### src/rtl/useq_fifo_arb_pkg.sv
// Shared encodings for the useq message-FIFO arbiter.
package useq_fifo_arb_pkg;

   localparam int unsigned DATA_W = 8;

   localparam logic OP_POP  = 1'b0;
   localparam logic OP_PUSH = 1'b1;

   typedef enum logic [1:0] {
      IDLE   = 2'd0,
      PULSE  = 2'd1,
      SETTLE = 2'd2,
      HOLD   = 2'd3
   } state_e;

   // Index width for a count of n items, never narrower than one bit.
   function automatic int unsigned idx_width(input int unsigned n);
      return (n > 1) ? $clog2(n) : 1;
   endfunction

endpackage

### src/rtl/useq_rr_pick.sv
// Combinational round-robin picker: nearest requester strictly after 'last' wins.
module useq_rr_pick
   import useq_fifo_arb_pkg::*;
#(
   parameter int unsigned NUM_REQ = 4,
   parameter int unsigned IDX_W   = idx_width(NUM_REQ)
) (
   input  logic [NUM_REQ-1:0] req,
   input  logic [IDX_W-1:0]   last,
   output logic [IDX_W-1:0]   grant,
   output logic               any_valid
);

   // Scan farthest to nearest so the nearest candidate overwrites the others.
   always_comb begin
      grant     = last;
      any_valid = 1'b0;
      for (int unsigned off = NUM_REQ; off >= 1; off--) begin
         if (req[IDX_W'((32'(last) + off) % NUM_REQ)]) begin
            grant     = IDX_W'((32'(last) + off) % NUM_REQ);
            any_valid = 1'b1;
         end
      end
   end

endmodule

### src/rtl/useq_fifo_arb.sv
// Safe, throttled scheduler of host push/pop pulses onto one useq core FIFO port.
// Optional USEQ_FIFO_ARB_STATS_EN adds saturating ops_count / retry_count outputs.
module useq_fifo_arb
   import useq_fifo_arb_pkg::*;
#(
   parameter int unsigned NUM_REQ     = 4,
   parameter int unsigned MAX_BURST   = 4,
   parameter int unsigned HOLD_CYCLES = 2
) (
   input  logic                       clk,
   input  logic                       rst,
   input  logic [NUM_REQ-1:0]         req,
   input  logic [NUM_REQ-1:0]         req_we,
   input  logic [DATA_W*NUM_REQ-1:0]  req_wdata,
   output logic [NUM_REQ-1:0]         done,
   output logic [DATA_W-1:0]          rd_data,
   output logic                       read_fifo,
   output logic                       write_fifo,
   output logic [DATA_W-1:0]          fifo_in,
   input  logic [DATA_W-1:0]          fifo_out,
   input  logic                       fifo_empty,
   input  logic                       fifo_full
`ifdef USEQ_FIFO_ARB_STATS_EN
   ,
   output logic [15:0]                ops_count,
   output logic [15:0]                retry_count
`endif
);

   localparam int unsigned IDX_W   = idx_width(NUM_REQ);
   localparam int unsigned BURST_W = idx_width(MAX_BURST + 1);
   localparam int unsigned HOLD_W  = idx_width(HOLD_CYCLES);

   state_e               state;
   logic [IDX_W-1:0]     gnt;
   logic [IDX_W-1:0]     rr_last;
   logic [IDX_W-1:0]     pick;
   logic                 op;
   logic [BURST_W-1:0]   burst;
   logic [HOLD_W-1:0]    hold_cnt;
   logic [NUM_REQ-1:0]   skip;
   logic [NUM_REQ-1:0]   base;
   logic [NUM_REQ-1:0]   pref;
   logic [NUM_REQ-1:0]   pick_vec;
   logic                 any_valid;
   logic                 pulse_fire;

   // A requester whose done is showing is finished and must not be re-granted;
   // the one just blocked sits out one arbitration so others keep rotating.
   assign base     = req & ~done;
   assign pref     = base & ~skip;
   assign pick_vec = (pref != '0) ? pref : base;

   useq_rr_pick #(
      .NUM_REQ (NUM_REQ),
      .IDX_W   (IDX_W)
   ) u_pick (
      .req       (pick_vec),
      .last      (rr_last),
      .grant     (pick),
      .any_valid (any_valid)
   );

   // Gated on live core status so a core-side push/pop after the grant is honoured.
   assign write_fifo = (state == PULSE) && (op == OP_PUSH) && req[gnt] && !fifo_full;
   assign read_fifo  = (state == PULSE) && (op == OP_POP)  && req[gnt] && !fifo_empty;
   assign pulse_fire = write_fifo | read_fifo;

   always_ff @(posedge clk) begin
      if (rst) begin
         state    <= IDLE;
         gnt      <= '0;
         op       <= OP_POP;
         fifo_in  <= '0;
         rd_data  <= '0;
         done     <= '0;
         rr_last  <= IDX_W'(NUM_REQ - 1);
         burst    <= '0;
         hold_cnt <= '0;
         skip     <= '0;
      end else begin
         done <= '0;
         case (state)
            IDLE: begin
               skip <= '0;
               if (any_valid) begin
                  gnt     <= pick;
                  op      <= req_we[pick];
                  fifo_in <= req_wdata[DATA_W*32'(pick) +: DATA_W];
                  state   <= PULSE;
               end else if (req == '0) begin
                  burst <= '0;
               end
            end
            PULSE: begin
               if (pulse_fire) begin
                  state <= SETTLE;
               end else begin
                  skip  <= NUM_REQ'(1) << gnt;
                  state <= IDLE;
               end
            end
            SETTLE: begin
               done[gnt] <= 1'b1;
               if (op == OP_POP) begin
                  rd_data <= fifo_out;
               end
               rr_last <= gnt;
               if ((MAX_BURST != 0) && (burst == BURST_W'(MAX_BURST - 1))) begin
                  burst    <= '0;
                  hold_cnt <= HOLD_W'(HOLD_CYCLES - 1);
                  state    <= HOLD;
               end else begin
                  if (MAX_BURST != 0) begin
                     burst <= burst + BURST_W'(1);
                  end
                  state <= IDLE;
               end
            end
            HOLD: begin
               if (hold_cnt == '0) begin
                  state <= IDLE;
               end else begin
                  hold_cnt <= hold_cnt - HOLD_W'(1);
               end
            end
            default: state <= IDLE;
         endcase
      end
   end

`ifdef USEQ_FIFO_ARB_STATS_EN
   logic blocked;

   assign blocked = (state == PULSE) && req[gnt] && !pulse_fire;

   // Saturating activity counters.
   always_ff @(posedge clk) begin
      if (rst) begin
         ops_count   <= '0;
         retry_count <= '0;
      end else begin
         if (pulse_fire && (ops_count != 16'hFFFF)) begin
            ops_count <= ops_count + 16'd1;
         end
         if (blocked && (retry_count != 16'hFFFF)) begin
            retry_count <= retry_count + 16'd1;
         end
      end
   end
`endif

endmodule

### config.mk
export PLATFORM = sky130hd
export DESIGN_NAME = useq_fifo_arb
export DESIGN_NICKNAME = d
export VERILOG_FILES = /design/src/rtl/useq_fifo_arb_pkg.sv /design/src/rtl/useq_rr_pick.sv /design/src/rtl/useq_fifo_arb.sv
export SDC_FILE = /design/constraint.sdc
export NUM_CORES = 1
export LEC_CHECK = 0
export ABC_AREA = 1
export CELL_PAD_IN_SITES_DETAIL_PLACEMENT = 0
export CELL_PAD_IN_SITES_GLOBAL_PLACEMENT = 1
export CORE_MARGIN = 2
export CORE_UTILIZATION = 32
export CTS_BUF_LIST = sky130_fd_sc_hd__clkbuf_4 sky130_fd_sc_hd__clkbuf_8 sky130_fd_sc_hd__clkbuf_16
export DETAILED_ROUTE_END_ITERATION = 12
export GPL_TIMING_DRIVEN = 0
export PLACE_DENSITY = 0.95
export SLEW_MARGIN = 20
export SYNTH_ARGS = -nofsm -noshare
export SYNTH_HDL_FRONTEND = slang
export SYNTH_SLANG_ARGS = --single-unit
### constraint.sdc
create_clock -name clk -period 4 [get_ports clk]
set_input_delay 0.8 -clock clk [delete_from_list [all_inputs] [get_ports clk]]
set_output_delay 0.8 -clock clk [all_outputs]
set_load 0.005 [all_outputs]
---- Word-level counts from Yosys, hierarchy flattened ----
Cells that the tools add are included.
cells by class
  add/subtract/negate cells ............... 6
  $lt $le $gt $ge ......................... 7
  equal/unequal tests ..................... 10
  shift-type cells ........................ 2
  multiplexer cells ....................... 37
  bitwise operators ....................... 7
  reduce and logical (&&, ||, !) cells .... 22
operators by type and width
  operator             number
  $shiftx 32x6->8      1
  $lt 2x3->1 const B   6
  $mux 2               8
  $mux 1               13
  $bmux 1 s2           6
  $ne 2x2->1 const B   6
  $reduce_and 2->1     5
  $mux 3               3
  $and 4x4->4          2
  $mux 4               2
  $not 4->4            2
  $pmux 2 s4           1
  $pmux 4 s2           1
  $logic_and 1x1->1    7
  $pmux 3 s2           1
  $reduce_bool 2->1    3
  $add 2x1->2 const B  2
  $add 2x2->2 const B  2
  $eq 2x2->1 const B   2
  $logic_not 4->1      1
  $reduce_bool 4->1    1
  $shl 1x2->4 const A  1
  $add 3x1->3 const B  1
  $eq 3x2->1 const B   1
  other kinds (11)     13
storage, ports and cells
  register bits ........................... 35
  output and inout port bits .............. 22
  word-level logic and storage cells ...... 101

---- Longest topological paths before layout ----
Gate-level depths: netlist of the first run.
  depth in word-level cells ............... 13
  mapped depth ............................ 19

---- Hierarchy ----
A second synthesis of the first run with hierarchy kept.
second synthesis, totals
  cell total of the unflattened synthesis .. 316
  area total of the unflattened synthesis .. 2037.0 sq um
modules (own cells, without submodules)
  module         times used  cells each  area each (sq um)  sequential area each (sq um)
  useq_fifo_arb  1           269         1795.5             700.7
  useq_rr_pick   1           47          241.5              0.0

---- Worst setup path before layout of the first run ----
Ideal clock, no wire load.
  path kind ............................... input port to flip-flop
  from .................................... input req[3]
  to ...................................... register fifo_in[3]
  setup time .............................. 109 ps
  data arrival time ....................... 2139 ps
  setup slack ............................. 1752 ps
  cell stages on the path ................. 15
  path buffers ............................ 1
  cells stage by stage .................... nand3b_1 -> nand2_2 -> nor2_4 -> nand2_1 -> nand3_1 -> and2_1 -> a21oi_1 -> nand2_1 -> o21ai_4 -> inv_2 -> buf_6 -> nor2_1 -> nor2_1 -> nand2_1 -> inv_1
between the ends
  cells in the longest elaborated chain, start to end .. 11
  elaborated cells between the ends (all ways) .. 22
ends and longest elaborated chain
  element                                              line                 text
  from (decl)                                          useq_fifo_arb.sv:12  input logic [NUM_REQ-1:0] req,
  $and 4x4->4 (*)                                      useq_fifo_arb.sv:50  assign base = req & ~done;
  $and 4x4->4                                          useq_fifo_arb.sv:51  assign pref = base & ~skip;
  $reduce_bool 4->1                                    useq_fifo_arb.sv:52  assign pick_vec = (pref != '0) ? pref : base;
  $mux 4 (*)                                           useq_fifo_arb.sv:52
  $bmux 1 s2                                           useq_rr_pick.sv:19   if (req[IDX_W'((32'(last) + off) % NUM_REQ)]) begin
  $mux 1 (implied by the code)                         useq_rr_pick.sv:19
  $mux 2 or $mux 1 (tied branches) (4 in a row)        useq_rr_pick.sv:19
  $shiftx 32x6->8 or $reduce_and 2->1 (tied branches)  -
  to (signal assigned)                                 useq_fifo_arb.sv:89  fifo_in <= req_wdata[DATA_W*32'(pick) +: DATA_W];
  to (decl)                                            useq_fifo_arb.sv:19  output logic [DATA_W-1:0] fifo_in,
Mark *: on every way between the ends. The rest lies on a longest branch, timed or not. The select of a mux whose other input is x is not followed.
A chain may end at the register's enable or synchronous reset.

---- Worst setup path after layout of the first run ----
  from .................................... input req[0]
  to ...................................... output read_fifo
between the ends
  cells in the longest elaborated chain, start to end .. 4
ends and longest elaborated chain
  element                         line                 text
  $bmux 1 s2                      useq_fifo_arb.sv:66  assign read_fifo = (state == PULSE) && (op == OP_POP) && req[gnt] && !fifo_empty;
  $mux 1 (implied by the code)    useq_fifo_arb.sv:66
  $logic_and 1x1->1 (2 in a row)  useq_fifo_arb.sv:66
  to (decl)                       useq_fifo_arb.sv:17  output logic read_fifo,
No other way between the ends. The select of a mux whose other input is x is not followed.

==> reports/qor_table.md, run 1 <==
| Quantity | This run | Unit |
| --- | --- | --- |
| Share of post-route cells with drive strength above 1 | 0.0707 | - |
| Final standard cell count with taps included and fillers excluded | 487 | - |
| Maximum clock insertion buffer count | 2 | - |
| Via count of the first global-routing pass | 2254 | - |
| Cell accounting for the most synthesized area | dfxtp_1 | - |
| Via Count | 2303 | - |
| Dominant cells by area after synthesis | dfxtp_1 (34%), nand2_1 (14%), nand3_1 (14%), inv_1 (10%), nor2_1 (7.0%) | - |
| Synthesized area divided by synthesized cell count | 6.20 | um2 |
| Total standard cell area after synthesis | 2050 | um2 |
| Number of enable flip-flop cells after synthesis | 0 | - |
| Result of the run | finished clean | - |
| Critical path fanouts, max | 3 | - |
| Synthesized instance count | 330 | - |
| Most used flip-flop cell after synthesis | dfxtp_1 | - |
| Unrepaired setup endpoints after global routing | false | - |
| Standard-cell row count | 29 | - |
| Post-route fraction of the period consumed by the critical path | 0.825 | - |
| Hold violation total from the final report | 0 | - |
| Core footprint | 6280 | um2 |
| Delay contributed by the slowest stage of the critical path | 0.58 | ns |
| Vertical extent of the die | 84.0 | um |
| Antenna diodes | 0 | - |
| Maximum operating frequency | 0.303 | GHz |
| Synth Net Count | 383 | - |
| Number of different library cells in the post-synthesis netlist | 32 | - |
| Die footprint | 7050 | um2 |
| Worst reg2reg setup slack | 1.79 | ns |
| Total wire length | 5300 | um |
| Clock slew at the register clock pins of the worst setup and hold paths | 0.07 | ns |
| Maximum vdd drop | 221 | uV |
| Clock tree from TritonCTS | done | - |
| DIE WIDTH | 84.0 | um |
| Fin. max-slew vios | 0 | - |
| GR Util All Layers | 0.161 | - |
| Total of flip-flops plus latches after synthesis | 35 | - |
| Setup tns final | 0 | ns |
| Utilization after layout | 0.475 | - |
| Post-synth top cells | nand2_1 (77), inv_1 (56), nand3_1 (56) | - |
| Top cell type's share of synthesized area | 0.342 | - |
| Data arrival at the endpoint of the critical path | 2.50 | ns |
| Worst Max-Slew Pin Slew | 0.479 | ns |
| Post-synthesis sequential area ratio | 0.342 | - |
| Placed Cells incl. Taps | 479 | - |
| Sinks on the clock net | 35 | - |
| # hold bufs at CTS | 0 | - |
| Root Buffer Master | clkbuf_8 | - |
| Most instantiated library cell after synthesis | nand2_1 | - |
| Fraction of registers with async set or reset after synthesis | 0 | - |
| Cell with the largest stage delay on the worst path | clkdlybuf4s50_1 | - |
| Max-slew headroom at the worst pin | 0.681 | - |
| Minimum clock period | 3.30 | ns |
| Number of primary I/O pins | 74 | - |
| Wire per inst | 10.9 | um |
| Number of DRC markers after the initial detailed-route iteration | 93 | - |
| Reported leakage power | 1.34 | nW |
| Vias per Instance | 4.73 | - |
| Kind of end point of the critical path | primary output | - |
| Required time worst endpoint | 3.20 | ns |
| Number of endpoints failing setup at the final stage | 0 | - |
| Largest net degree at the start of global routing | 12 | - |
| Detailed-placement wirelength estimate | 4170 | um |
| Setup Crit Path Kind | in2out | - |
| Nets | 462 | - |
| IO Port Bufs | 72 | - |
| Placer's final routability congestion estimate | 0.804 | - |
| Buffers inserted during post-CTS setup optimization | 0 | - |
| Crit path top cell by count | clkdlybuf4s50_1 | - |
| Area overhead of the layout relative to synthesis | 45.7 | % |
| Starting density of the core | 0.326 | - |
| Ordered list of cells on the worst path | clkdlybuf4s50_1 > inv_1 > o22ai_1 > a221oi_1 > nor4_1 > clkdlybuf4s50_1 | - |
| DRT antenna net count | 0 | - |
| Hold crit path type | reg2reg | - |
| Post-route clock skew | 0.00842 | ns |
| Wire length of the first global-routing pass | 9500 | um |
| Gates resized, CTS repair | 0 | - |
| Critical Path Source Type | input port | - |
| Number of antenna violations at the first check in global routing | 0 | - |
| Insertion delay to the later sink of the worst-skew pair | 0.29 | ns |
| Yosys warning count | 0 | - |
| DR DRC count | 0 | - |
| Total gr overflow | 0 | - |
| Number of CTS-inserted buffers | 5 | - |
| Max-Cap Viols | 0 | - |
| Power per cell area | 384 | nW/um2 |
| H-tree depth reported by CTS | 2 | - |
| Detailed Routing Iterations Pass 1 | 5 | - |
[worst paths after layout]
| kind | start | to | depth (start not counted) |
|---|---|---|---|
| min | burst[2] | burst[2] | 2 |
| max reg2reg | done[3] | op | 15 |
| max | req[0] | read_fifo | 6 |
| min reg2reg | burst[2] | burst[2] | 2 |
[per-stage QoR]
step / power, mW / hold WS (ns) / area (um2) / setup WS [ns]
after floorplan: 0.664 / 0.422 / 2050 / 1.75
after global placement: 0.822 / 0.431 / 2860 / 0.702
after detailed placement: 0.825 / 0.438 / 2860 / 0.731
after CTS: 1.16 / 0.451 / 2980 / 0.697
after global routing: 1.22 / 0.470 / 2980 / 0.536
final: 1.15 / 0.448 / 2980 / 0.698
[logic make-up after synthesis]
logic type	after synthesis	share of synthesized area
and+or+nand+nor	185	0.403
buffers and inverters	74	0.149
DFF	35	0.342
AOI/OAI and AO/OA	34	0.0960
xor gates and xnor gates	1	0.00428
adders and majority gates	1	0.00611
[layout make-up]
| cell class | count | area, um2 |
|---|---|---|
| Buffer | 12 | 68.8 |
| Clock buffer | 6 | 82.6 |
| Clock inverter | 2 | 35.0 |
| Fill cell | 654 | 3300 |
| Inverter | 62 | 235 |
| Multi-Input combinational cell | 221 | 1040 |
| Sequential cell | 35 | 701 |
| Tap cell | 77 | 96.3 |
| Timing Repair Buffer | 72 | 721 |
[sequential cells by signal (all words and copies together) (netlist names)]
register,count
fifo_in,8
rd_data,8
done,4
skip,4
burst,3
gnt,2
rr_last,2
state,2
hold_cnt,1
op,1
[critical path, delay by kind of cell]
kind | cells | cell delay [ns]
buf+inv | 3 | 1.16
compound gates | 2 | 0.24
simple gates | 1 | 0.30
[report_power, final]
group / switching, mW / leakage [nW] / total [mW] / internal, mW
Clock: 0.128 / 0.0612 / 0.330 / 0.202
Sequential: 0.0234 / 0.286 / 0.408 / 0.384
Combinational: 0.224 / 0.992 / 0.408 / 0.185
[per-layer routing]
layer	vias to the layer above	wire (um)	global-route usage
li1	1187	-	-
met3	8	337	0.0415
met4	0	60	0.0484
met1	1042	2440	0.198
met2	66	2470	0.277
met5	-	0	0
[placed cells by master, fill, tap and decap left out]
master | netlist | final
bufinv_16 | 0 | 1
nor4_1 | 2 | 2
o211ai_1 | 2 | 2
inv_1 | 56 | 56
inv_4 | 1 | 1
buf_2 | 4 | 4
buf_4 | 1 | 1
a211oi_1 | 1 | 1
nand3_2 | 2 | 2
dfxtp_1 | 35 | 35
clkbuf_8 | 0 | 6
a221oi_1 | 1 | 1
nor2_4 | 1 | 1
nor2_1 | 38 | 38
nand4_1 | 1 | 1
clkinv_2 | 0 | 1
inv_2 | 5 | 5
ha_1 | 1 | 1
xor2_1 | 1 | 1
clkbuf_1 | 5 | 5
o21ai_0 | 2 | 2
and2_1 | 1 | 1
o21ai_1 | 1 | 1
nand2_2 | 2 | 2
clkdlybuf4s50_1 | 0 | 72
nand3b_1 | 1 | 1
buf_6 | 2 | 2
nand2_1 | 77 | 77
nor2_2 | 1 | 1
a31oi_1 | 1 | 1
o21ai_4 | 1 | 1
o22ai_1 | 2 | 2
nor3_1 | 2 | 2
nand3b_4 | 1 | 1
nand3_1 | 56 | 56
a21oi_1 | 23 | 23
(Power assumes the default switching activity.)
==> inputs of run 2 (changes only) <==
--- a/config.mk
+++ b/config.mk
@@ -9,11 +9,11 @@
 export CELL_PAD_IN_SITES_DETAIL_PLACEMENT = 0
 export CELL_PAD_IN_SITES_GLOBAL_PLACEMENT = 1
 export CORE_MARGIN = 2
-export CORE_UTILIZATION = 32
+export CORE_UTILIZATION = 27
 export CTS_BUF_LIST = sky130_fd_sc_hd__clkbuf_4 sky130_fd_sc_hd__clkbuf_8 sky130_fd_sc_hd__clkbuf_16
 export DETAILED_ROUTE_END_ITERATION = 12
 export GPL_TIMING_DRIVEN = 0
-export PLACE_DENSITY = 0.95
+export PLACE_DENSITY = 0.86
 export SLEW_MARGIN = 20
 export SYNTH_ARGS = -nofsm -noshare
 export SYNTH_HDL_FRONTEND = slang
==> constraint.sdc (replaced) <==
create_clock -name clk -period 2.9 [get_ports clk]
set_input_delay 0.58 -clock clk [delete_from_list [all_inputs] [get_ports clk]]
set_output_delay 0.58 -clock clk [all_outputs]
set_load 0.005 [all_outputs]
==> reports/qor_table.md, run 2 (synthesized netlist as in run 1, its figures left out) <==
| Quantity | This run | Unit |
| --- | --- | --- |
| Result of the run | finished clean | - |
| Largest net degree at the start of global routing | 11 | - |
| Core footprint | 7290 | um2 |
| Crit path top cell by count | clkdlybuf4s50_1 | - |
| Reported leakage power | 1.35 | nW |
| Clock tree from TritonCTS | done | - |
| Share of post-route cells with drive strength above 1 | 0.0803 | - |
| Cell with the largest stage delay on the worst path | clkdlybuf4s50_1 | - |
| Total gr overflow | 0 | - |
| Clock slew at the register clock pins of the worst setup and hold paths | 0.07 | ns |
| Minimum clock period | 2.77 | ns |
| Data arrival at the endpoint of the critical path | 2.19 | ns |
| Largest registers | fifo_in (8), rd_data (8) | - |
| Delay contributed by the slowest stage of the critical path | 0.57 | ns |
| Nets | 463 | - |
| Setup Crit Path Kind | in2out | - |
| Total cell area at the placement stage | 2890 | um2 |
| Via count of the first global-routing pass | 2254 | - |
| Number of endpoints failing setup at the final stage | 0 | - |
| Worst Max-Slew Pin Slew | 0.442 | ns |
| Utilization after layout | 0.413 | - |
| Sinks on the clock net | 35 | - |
| H-tree depth reported by CTS | 2 | - |
| Detailed-placement wirelength estimate | 4510 | um |
| CP bufs+invs | 3 | - |
| Number of antenna violations at the first check in global routing | 0 | - |
| Ordered list of cells on the worst path | clkdlybuf4s50_1 > inv_1 > o22ai_1 > a221oi_2 > nor4_2 > clkdlybuf4s50_1 | - |
| Kind of end point of the critical path | primary output | - |
| Vertical extent of the die | 91.1 | um |
| Starting density of the core | 0.281 | - |
| Number of CTS-inserted buffers | 5 | - |
| Detailed Routing Iterations Pass 1 | 4 | - |
| Post-route fraction of the period consumed by the critical path | 0.954 | - |
| Number of DRC markers after the initial detailed-route iteration | 98 | - |
| Root Buffer Master | clkbuf_8 | - |
| Vias per Instance | 4.50 | - |
| Max-Cap Viols | 0 | - |
| Required time worst endpoint | 2.32 | ns |
| Placer's final routability congestion estimate | 0.822 | - |
| Total chip power | 1.50 | mW |
| Wire length of the first global-routing pass | 9820 | um |
| Maximum vdd drop | 197 | uV |
| Critical Path Source Type | input port | - |
| GR Util All Layers | 0.142 | - |
| Placed Cells incl. Taps | 501 | - |
| Via Count | 2295 | - |
| Maximum operating frequency | 0.361 | GHz |
| Final standard cell count with taps included and fillers excluded | 510 | - |
| Unrepaired setup endpoints after global routing | false | - |
| Total wire length | 5660 | um |
| Cell class contributing the biggest share of worst-path delay | buffers and inverters | - |
| Max-slew headroom at the worst pin | 0.704 | - |
| DR DRC count | 0 | - |
| Layout Cell Area excl Fill | 3010 | um2 |
| Antenna diodes | 0 | - |
| Leading cell type in the layout, fill and taps excluded | nand2_1 | - |
| Final-layout fill cell count | 780 | - |
| Most frequent cells in the layout | nand2_1 (77), clkdlybuf4s50_1 (71), inv_1 (56), nand3_1 (56), nor2_1 (38) | - |
| Area overhead of the layout relative to synthesis | 47.0 | % |
| DRT antenna net count | 0 | - |
| Standard-cell row count | 31 | - |
| Maximum clock insertion buffer count | 2 | - |
| Hold crit path type | reg2reg | - |
| Fin. max-slew vios | 0 | - |
| DIE WIDTH | 91.1 | um |
| # hold bufs at CTS | 0 | - |
| IO Port Bufs | 72 | - |
| Critical path fanouts, max | 3 | - |
| Number of primary I/O pins | 74 | - |
| Power per cell area | 498 | nW/um2 |
| Hold violation total from the final report | 0 | - |
| Wire per inst | 11.1 | um |
| Die footprint | 8290 | um2 |
| Insertion delay to the later sink of the worst-skew pair | 0.29 | ns |
| Post-route clock skew | 0.00466 | ns |
run 2: through the flow:
step	hold WS (ns)	setup TNS [ns]	worst slack (ns)
floorplan	0.422	0	0.872
global placement	0.430	-0.253	-0.0798
detailed placement	0.440	-0.181	-0.0627
CTS	0.450	0	0.0563
global route	0.477	0	0.00604
finish	0.451	0	0.134
run 2: report_power, final:
group          leakage (nW)  switching (mW)  internal [mW]  total [mW]
sequential            0.286          0.0342          0.530       0.564
clock                0.0491           0.173          0.187       0.361
combinational          1.02           0.315          0.258       0.574
total                  1.35           0.523          0.976        1.50
run 2: tightest hold or removal path: cells and delay by family, from the launching register on:
family	cells	cell delay, ns
and+or+nand+nor	1	0.06
AOI/OAI and AO/OA	1	0.04
DFF	1	0.31
run 2: timing repair:
item | in CTS | in global routing
endpoints found under the setup margin | 1 | 2
hold endpoints to repair | 0 | 0
pin swaps | 0 | 1
setup buffers | 0 | 1
resized for setup | 1 | 3
run 2: layer usage:
metal  track usage  vias to the layer above  part of all wire
met4        0.0379                        0             0.014
met3        0.0365                        6             0.058
met5             0                        -                 0
met1         0.173                     1036              0.45
met2         0.248                       61              0.48
li1              -                     1192                 -
run 2: final cells by class:
class | count | area (um2) | area share
Tap cell | 99 | 124 | 0.0412
Clock buffer | 7 | 83.8 | 0.0279
Multi-Input combinational cell | 221 | 1060 | 0.353
Clock inverter | 1 | 5.00 | 0.00166
Inverter | 62 | 235 | 0.0782
Sequential cell | 35 | 701 | 0.233
Buffer | 12 | 68.8 | 0.0229
Timing Repair Buffer | 73 | 731 | 0.243
run 2: final timing paths:
check        slack [ns]  cells past startpoint          to      from
max reg2reg        0.66                     15          op   done[3]
max                0.13                      6  write_fifo    req[3]
min                0.45                      2    burst[2]  burst[2]
min reg2reg        0.45                      2    burst[2]  burst[2]
==> inputs of run 3 (changes only) <==
--- a/config.mk
+++ b/config.mk
@@ -5,15 +5,17 @@
 export SDC_FILE = /design/constraint.sdc
 export NUM_CORES = 1
 export LEC_CHECK = 0
-export ABC_AREA = 1
+export ABC_AREA = 0
 export CELL_PAD_IN_SITES_DETAIL_PLACEMENT = 0
 export CELL_PAD_IN_SITES_GLOBAL_PLACEMENT = 1
 export CORE_MARGIN = 2
-export CORE_UTILIZATION = 27
+export CORE_UTILIZATION = 28
 export CTS_BUF_LIST = sky130_fd_sc_hd__clkbuf_4 sky130_fd_sc_hd__clkbuf_8 sky130_fd_sc_hd__clkbuf_16
 export DETAILED_ROUTE_END_ITERATION = 12
+export GPL_ROUTABILITY_DRIVEN = 0
 export GPL_TIMING_DRIVEN = 0
-export PLACE_DENSITY = 0.86
+export HOLD_SLACK_MARGIN = 0.08
+export PLACE_DENSITY = 0.85
 export SLEW_MARGIN = 20
 export SYNTH_ARGS = -nofsm -noshare
 export SYNTH_HDL_FRONTEND = slang
==> reports/qor_table.md, run 3 <==
| Quantity | This run | Unit |
| --- | --- | --- |
| Antenna diodes | 0 | - |
| Number of enable flip-flop cells after synthesis | 0 | - |
| Nets | 335 | - |
| Fraction of registers with async set or reset after synthesis | 0 | - |
| Number of antenna violations at the first check in global routing | 0 | - |
| Root Buffer Master | clkbuf_8 | - |
| Setup Crit Path Kind | in2out | - |
| Max-slew headroom at the worst pin | 0.514 | - |
| Total wire length | 5240 | um |
| Required time worst endpoint | 2.32 | ns |
| Hold path depth | 2 | - |
| Maximum operating frequency | 0.388 | GHz |
| Result of the run | finished clean | - |
| Post-synth top cells | dfxtp_1 (35), nand2_1 (24), a21oi_1 (19) | - |
| Final worst-path setup slack | 0.325 | ns |
| Top cell type's share of synthesized area | 0.381 | - |
| Area fraction in and, or, nand and nor cells after synthesis | 0.235 | - |
| Data arrival at the endpoint of the critical path | 2.00 | ns |
| Vertical extent of the die | 85.0 | um |
| Worst reg2reg setup slack | 0.53 | ns |
| Dominant cells by area after synthesis | dfxtp_1 (38%), mux2i_1 (9.8%), a21oi_1 (5.2%), nand2_1 (4.9%), o221ai_1 (4.3%) | - |
| Leading cell type in the layout, fill and taps excluded | clkdlybuf4s50_1 | - |
| Area share of xor/xnor cells in the synthesized design | 0 | - |
| Largest net degree at the start of global routing | 12 | - |
| Placed Cells incl. Taps | 349 | - |
| Startpoint of the most critical register-to-register path | done[1] | - |
| Most frequent cells in the layout | clkdlybuf4s50_1 (69), dfxtp_1 (35), nand2_1 (24) | - |
| Hold crit path type | reg2reg | - |
| Share of post-route cells with drive strength above 1 | 0.106 | - |
| Multiplexer fraction of the synthesized cell area | 0.116 | - |
| Core footprint | 6350 | um2 |
| Fin. max-slew vios | 0 | - |
| Total of flip-flops plus latches after synthesis | 35 | - |
| Clock tree from TritonCTS | done | - |
| Startpoint of the lowest-slack hold path | fifo_in[1] | - |
| Power per cell area | 469 | nW/um2 |
| Sinks on the clock net | 35 | - |
| Area fraction in compound gates after synthesis | 0.221 | - |
| Vias per Instance | 4.98 | - |
| Number of CTS-inserted buffers | 5 | - |
| IO Port Bufs | 73 | - |
| Critical Path Source Type | input port | - |
| DIE WIDTH | 85.0 | um |
| Total chip power | 1.34 | mW |
| Starting density of the core | 0.289 | - |
| Via Count | 1794 | - |
| Yosys warning count | 0 | - |
| Unrepaired setup endpoints after global routing | false | - |
| Clock slew at the register clock pins of the worst setup and hold paths | 0.07 | ns |
| Wire length of the first global-routing pass | 8420 | um |
| Maximum vdd drop | 293 | uV |
| DR DRC count | 0 | - |
| Minimum clock period | 2.58 | ns |
| Number of primary I/O pins | 74 | - |
| Insertion delay to the later sink of the worst-skew pair | 0.29 | ns |
| Smallest hold slack | 0.468 | ns |
| Post-route fraction of the period consumed by the critical path | 0.888 | - |
| Number of DRC markers after the initial detailed-route iteration | 64 | - |
| Synthesized instance count | 199 | - |
| Detailed-placement wirelength estimate | 3910 | um |
| Synth Net Count | 252 | - |
| Detailed Routing Iterations Pass 1 | 4 | - |
| Post-synthesis sequential area ratio | 0.381 | - |
| Worst slack at placement | -0.376 | ns |
| Hold violation total from the final report | 0 | - |
| # hold bufs at CTS | 0 | - |
| Synthesized area divided by synthesized cell count | 9.24 | um2 |
| Number of different library cells in the post-synthesis netlist | 44 | - |
| Reported leakage power | 1.06 | nW |
| Total standard cell area after synthesis | 1840 | um2 |
| Total gr overflow | 0 | - |
| Number of endpoints failing setup at the final stage | 0 | - |
| Worst Max-Slew Pin Slew | 0.723 | ns |
| Cell accounting for the most synthesized area | dfxtp_1 | - |
| Standard-cell row count | 29 | - |
| Most instantiated library cell after synthesis | dfxtp_1 | - |
| Critical path fanouts, max | 5 | - |
| Max-Cap Viols | 0 | - |
| Combinational family with the most area after synthesis | simple AND/OR/NAND/NOR gates | - |
| Via count of the first global-routing pass | 1783 | - |
| Most used flip-flop cell after synthesis | dfxtp_1 | - |
| Kind of end point of the critical path | primary output | - |
| Endpoint of the worst register-to-register path | fifo_in[7] | - |
| Final standard cell count with taps included and fillers excluded | 360 | - |
| Hold-critical path endpoint | fifo_in[1] | - |
| Maximum clock insertion buffer count | 2 | - |
| GR Util All Layers | 0.145 | - |
| Die footprint | 7230 | um2 |
| DRT antenna net count | 0 | - |
| H-tree depth reported by CTS | 2 | - |
| Post-route clock skew | 0.00469 | ns |
| Largest registers | fifo_in (8), rd_data (8) | - |
| R2R cell count | 8 | - |
| Area overhead of the layout relative to synthesis | 55.1 | % |
| Utilization after layout | 0.449 | - |
| Wire per inst | 14.5 | um |
| Fraction of the mapped netlist area in adder cells | 0.00681 | - |
-- run 3: power breakdown --
part | internal, mW | leakage, nW | switching [mW] | total [mW]
clock network | 0.278 | 0.0612 | 0.173 | 0.451
registers | 0.515 | 0.285 | 0.0229 | 0.538
logic | 0.196 | 0.710 | 0.152 | 0.348
total | 0.988 | 1.06 | 0.348 | 1.34
-- run 3: worst max-delay path by stage --
stage          cells past startpoint    endpoint   start
6_report                           5  write_fifo  req[1]
5_1_grt                            5  write_fifo  req[1]
4_1_cts                            5  write_fifo  req[3]
3_5_place_dp                      10          op  req[0]
3_3_place_gp                      10          op  req[0]
2_1_floorplan                      9  fifo_in[0]  req[1]
-- run 3: per-layer routing --
metal / GRT usage / routed length (um) / up-vias
met4: 0.0577 / 97 / 0
li1: - / - / 899
met3: 0.0340 / 230 / 8
met2: 0.244 / 2630 / 50
met1: 0.180 / 2280 / 837
met5: 0 / 0 / -
-- run 3: cells by family after synthesis --
logic type,after synthesis
AND/OR/NAND/NOR,74
AO/OA/AOI/OAI,54
flip-flops,35
multiplexers,20
buffers and inverters,15
adder cells (fa/ha/maj),1
-- run 3: what timing repair did --
item | CTS | global route
gates cloned | 0 | 0
pin swaps | 1 | 3
setup buffers | 3 | 0
endpoints found under the setup margin | 11 | 11
gates resized for setup | 3 | 7
-- run 3: layout make-up --
class / instances / area [um2]
clock inverters: 2 / 35.0
well taps: 77 / 96.3
plain buffers: 12 / 65.1
inverters: 3 / 11.3
clock buffers: 6 / 82.6
flip-flops and latches: 35 / 701
multi-input cells: 149 / 1100
repair buffers: 76 / 763
fillers: 595 / 3500
-- run 3: per-stage QoR --
step                area, um2  setup TNS [ns]
finish                   2850               0
global route             2850               0
CTS                      2820         -0.0219
detailed placement       2670           -3.34
global placement         2670           -2.88
floorplan                1840               0
-- run 3: worst max-delay path: stages --
cell,delay (ns)
dlymetal6s2s_1,0.20
mux4_2,0.29
nand3b_1,0.13
nor3b_2,0.26
clkdlybuf4s50_1,0.54
